**src/rtl/cdm_pkg.sv**
```systemverilog
// Shared constants and types for the 16x16 carry-disregard approximate multiplier.
package cdm_pkg;

    localparam int CDM_W               = 16;
    localparam int CDM_PW              = 2 * CDM_W;
    localparam int CDM_APPROX_COLS_DEF = 8;

    typedef logic [CDM_PW-1:0] prod_t;

    // Mask keeping only the exactly-summed columns (c >= approx_cols).
    function automatic prod_t cdm_hi_mask(input int approx_cols);
        prod_t low_ones;
        low_ones = (prod_t'(1) << approx_cols) - prod_t'(1);
        return ~low_ones;
    endfunction

endpackage

```
**src/rtl/cdm_pp_compress.sv**
```systemverilog
// Combinational partial-product generator: OR-compresses the low columns and
// reduces the high columns to two partial sums (even rows, odd rows).
module cdm_pp_compress
    import cdm_pkg::*;
#(
    parameter int APPROX_COLS = CDM_APPROX_COLS_DEF
) (
    input  logic [CDM_W-1:0] a,
    input  logic [CDM_W-1:0] b,
    output prod_t            lo_bits,
    output prod_t            hi_even,
    output prod_t            hi_odd
);

    localparam prod_t HI_MASK = cdm_hi_mask(APPROX_COLS);

    prod_t row_s;

    // Build each row, keep its high-column bits for exact summation and OR its
    // low-column bits into a carry-free vector.
    always_comb begin
        lo_bits = '0;
        hi_even = '0;
        hi_odd  = '0;
        row_s   = '0;
        for (int j = 0; j < CDM_W; j++) begin
            row_s = prod_t'(a & {CDM_W{b[j]}}) << j;
            if ((j % 2) == 0) begin
                hi_even = hi_even + (row_s & HI_MASK);
            end else begin
                hi_odd = hi_odd + (row_s & HI_MASK);
            end
            for (int i = 0; i < CDM_W; i++) begin
                if ((i + j) < APPROX_COLS) begin
                    lo_bits[i+j] = lo_bits[i+j] | (a[i] & b[j]);
                end else begin
                    lo_bits[i+j] = lo_bits[i+j];
                end
            end
        end
    end

endmodule

```
**src/rtl/cdm16_f883_mult.sv**
```systemverilog
// Registered 16x16 carry-disregard approximate multiplier, latency 1.
// Define CDM16_PIPE2_EN for a two-stage version (latency 2, same throughput).
module cdm16_f883_mult
    import cdm_pkg::*;
#(
    parameter int APPROX_COLS = CDM_APPROX_COLS_DEF
) (
    input  logic             clk,
    input  logic             rst,
    input  logic             in_valid,
    input  logic [CDM_W-1:0] A,
    input  logic [CDM_W-1:0] B,
    output logic             out_valid,
    output prod_t            R
);

    prod_t lo_s;
    prod_t hi_even_s;
    prod_t hi_odd_s;

    cdm_pp_compress #(
        .APPROX_COLS(APPROX_COLS)
    ) u_compress (
        .a       (A),
        .b       (B),
        .lo_bits (lo_s),
        .hi_even (hi_even_s),
        .hi_odd  (hi_odd_s)
    );

    prod_t r_d, r_q;
    logic  valid_d, valid_q;

`ifdef CDM16_PIPE2_EN
    prod_t lo_d, lo_q;
    prod_t he_d, he_q;
    prod_t ho_d, ho_q;
    logic  v1_d, v1_q;

    // Stage 1 captures the compressed columns; stage 2 does the final high add.
    always_comb begin
        lo_d    = lo_q;
        he_d    = he_q;
        ho_d    = ho_q;
        r_d     = r_q;
        v1_d    = in_valid;
        valid_d = v1_q;
        if (in_valid) begin
            lo_d = lo_s;
            he_d = hi_even_s;
            ho_d = hi_odd_s;
        end else begin
            lo_d = lo_q;
        end
        if (v1_q) begin
            r_d = (he_q + ho_q) | lo_q;
        end else begin
            r_d = r_q;
        end
    end

    // Stage-1 registers, cleared asynchronously.
    always_ff @(posedge clk or posedge rst) begin
        if (rst) begin
            lo_q <= '0;
            he_q <= '0;
            ho_q <= '0;
            v1_q <= 1'b0;
        end else begin
            lo_q <= lo_d;
            he_q <= he_d;
            ho_q <= ho_d;
            v1_q <= v1_d;
        end
    end
`else
    // Low columns never overlap the high sums, so OR merges them without a carry.
    always_comb begin
        r_d     = r_q;
        valid_d = in_valid;
        if (in_valid) begin
            r_d = (hi_even_s + hi_odd_s) | lo_s;
        end else begin
            r_d = r_q;
        end
    end
`endif

    // Output register and valid flag.
    always_ff @(posedge clk or posedge rst) begin
        if (rst) begin
            r_q     <= '0;
            valid_q <= 1'b0;
        end else begin
            r_q     <= r_d;
            valid_q <= valid_d;
        end
    end

    assign R         = r_q;
    assign out_valid = valid_q;

endmodule

```
**config.mk**
```make
export PLATFORM = sky130hd
export DESIGN_NAME = cdm16_f883_mult
export DESIGN_NICKNAME = d
export VERILOG_FILES = /design/src/rtl/cdm_pkg.sv /design/src/rtl/cdm_pp_compress.sv /design/src/rtl/cdm16_f883_mult.sv
export SDC_FILE = /design/constraint.sdc
export NUM_CORES = 1
export LEC_CHECK = 0
export ABC_AREA = 1
export ABC_CLOCK_PERIOD_IN_PS = 1000
export BUFFER_PORTS_ARGS = -buffer_cell sky130_fd_sc_hd__buf_2
export CAP_MARGIN = 10
export CORE_UTILIZATION = 50
export CTS_CLUSTER_DIAMETER = 200
export CTS_CLUSTER_SIZE = 25
export DETAILED_ROUTE_END_ITERATION = 8
export GPL_TIMING_DRIVEN = 0
export PLACE_DENSITY_LB_ADDON = 0.08
export SETUP_SLACK_MARGIN = 0.3
export SYNTH_ARGS = -nofsm -noshare
export SYNTH_HDL_FRONTEND = slang
export SYNTH_SLANG_ARGS = --single-unit
```
**constraint.sdc**
```tcl
create_clock -name clk -period 1 [get_ports clk]
set_clock_uncertainty 0.05 [all_clocks]
set_input_delay 0.2 -clock clk [delete_from_list [all_inputs] [get_ports clk]]
set_output_delay 0.2 -clock clk [all_outputs]
set_load 0.02 [all_outputs]
```
==> impl_metrics.json <==
{
  "crit_path_end_kind": "register",
  "nets": 1593,
  "cts_buffers": 5,
  "first_pass_iters": 7,
  "grt_pass1_vias": 8226,
  "yosysTopAreaCellShare_pct": 39.9,
  "grt-ovfl-total": 0,
  "cts_hold_buf": 0,
  "fin_ws_ns": -3.76,
  "die_w_um": 135,
  "whs_ns": -0.0246,
  "tns_ns": -82.83,
  "place_congestion": 0.858,
  "syn_inst": 1155,
  "fp.dieArea_um2": 18100,
  "antenna_cells": 0,
  "grt_max_degree": 34,
  "crit_required_ns": 1.11,
  "synth_commonest_cells": "369 x nand2_1, 302 x inv_1, 175 x fa_1, 71 x ha_1, 62 x clkbuf_1",
  "numClockSinks": 33,
  "dp.final_hpwl_mm": 19.0,
  "period_share_pct": 476,
  "grt_use_total_pct": 30.3,
  "antenna_found_initial": 0,
  "period_needed_ns": 4.76,
  "pin_count": 68,
  "syn2layout_area_growth_pct": 43.7,
  "core_um2": 17200,
  "synth_top_flop_cell": "dfrtp_1",
  "synthDistinctLibCells": 30,
  "wl_per_cell_um": 17.2,
  "async_flop_share_pct": 100,
  "clk-insertion-delay-late_ns": 0.28,
  "drt-initial-drc-count": 391,
  "crit_type": "in -> reg",
  "rsz0062_at_grt": "yes",
  "synth_most_common_cell": "nand2_1",
  "ant_nets": 0,
  "synth.yosys.seq_area_share_pct": 9.40,
  "cp_max_fo": 4,
  "rows": 48,
  "max_slew.worst_pin.slew_ns": 0.769,
  "drc_errors": 1,
  "cts_buffer_depth": 2,
  "drive_gt1_share_pct": 31.1,
  "fmax_mhz": 210,
  "cts_tree": "done",
  "ys_seq_elements": 33,
  "initial_utilization_pct": 50.9,
  "start_kind": "input pin",
  "synth_largest_area_cell": "fa_1",
  "vias": 7806,
  "avgSynthCellArea_um2": 7.60,
  "arrival_ns": 4.87,
  "synth_area_leaders": "fa_1 40%, nand2_1 16%, inv_1 13%",
  "outcome": "finished with violations",
  "synth_area_um2": 8780,
  "dpl-instance-area_um2": 10100,
  "slew_violations": 0,
  "synth-edff-count": 0,
  "setup-violations-final": 63,
  "drt-total-wl_mm": 26.4,
  "hp-class": "in -> reg",
  "clockRootBuffer": "clkbuf_16",
  "yosys_warnings": 0,
  "slew_headroom_pct": 48.6,
  "final-hold-violation-count": 9,
  "clkTransAtPathRegs_ns": 0.06,
  "violations": "DRC, hold timing, setup timing",
  "cts_htree_levels": 2,
  "fin_area_um2": 12600,
  "grt_pass1_wl_mm": 41.4,
  "viasPerCell": 5.08,
  "numPortBuffers": 35,
  "die_height_um": 135,
  "syn_nets": 1436,
  "cap_violations": 0
}
==> stage by stage <==
step	hold slack, ns	utilization (%)	instances	setup WS (ns)
floorplan	0.0846	-	1155	-3.71
global placement	0.295	58.5	1415	-4.25
detailed placement	0.296	58.5	1415	-4.27
CTS	0.00261	69.9	1508	-3.70
global route	-0.0391	73.2	1538	-3.96
finish	-0.0246	73.2	1538	-3.76
==> sequential cells by signal, summed over array words and instances (netlist names) <==
signal     flops
out_valid      1
R             32
==> worst max-delay path, stage by stage <==
cell       delay (ns)
clkbuf_16        0.13
buf_12           0.12
nand2_1          0.06
inv_1            0.05
fa_1             0.55
inv_2            0.04
fa_2             0.47
fa_2             0.55
inv_2            0.04
fa_1             0.50
fa_1             0.50
inv_1            0.05
fa_1             0.49
inv_2            0.04
ha_4             0.29
nand2_2          0.09
nor2_1           0.17
nor2_2           0.07
nand2_4          0.09
nand2_1          0.07
nand2_1          0.06
nand2_1          0.04
nand3_1          0.11
nand2_1          0.07
==> kinds of logic (layout without fill, tap and decap cells) <==
logic type      count (synthesis)  in the layout  synth area share, %
simple gates                  443            443                 20.2
buf+inv                       376            534                 16.2
fa+ha+maj                     246            246                 50.0
compound gates                 47             47                 3.16
flops                          33             33                 9.40
xor+xnor                       10             10                0.998
==> repair_timing <==
item                                   CTS  global route
resized for setup                      241            74
endpoints found under the hold margin    0             1
setup endpoints to repair               61            65
gates cloned                             3             3
buffers inserted                        82            27
pin swaps                               64            47
==> final cells by class <==
| class | instances | area [µm²] |
|---|---|---|
| sequential | 33 | 827 |
| buffer | 71 | 1490 |
| timing repair buffer | 150 | 1470 |
| multi-input combinational | 746 | 7250 |
| clock buffer | 8 | 146 |
| inverter | 305 | 1150 |
| tap | 225 | 282 |
| fill | 1285 | 4620 |
==> path summary, 6_finish.rpt <==
path | start | end | slack [ns] | cells after the start
worst max-delay path | B[7] | R[28] | -3.76 | 24
worst min-delay path | in_valid | out_valid | -0.02 | 1
worst max register to register | R[17] | R[17] | 0.03 | 4
worst min register to register | R[13] | R[13] | 0.44 | 2
max in group asynchronous | rst | R[0] | 0.44 | 2
min in group asynchronous | rst | R[8] | 0 | 2
==> routing by layer <==
metal,global-route usage [%],routed length (µm)
met5,0,0
met4,14.9,1460
met3,4.32,1180
met2,53.2,13400
met1,36.6,10300
==> layout by cell type (no fill, tap or decap), types with 6 or more instances in the layout <==
cell type	count
ha_1	52
buf_6	54
inv_1	269
clkbuf_8	17
buf_12	8
nand2_2	48
nand3_2	11
inv_2	33
buf_4	82
dfrtp_1	32
a21oi_1	16
nand2_4	14
fa_2	19
nor2_1	21
fa_1	156
o21ai_1	9
nand3_1	16
ha_4	16
a21oi_2	6
xnor2_2	6
clkbuf_16	52
nand2_1	311
buf_8	11
Power is left out: the tool's default activity adds up to more than one toggle a clock period on the data nets, which glitch-free logic cannot reach.
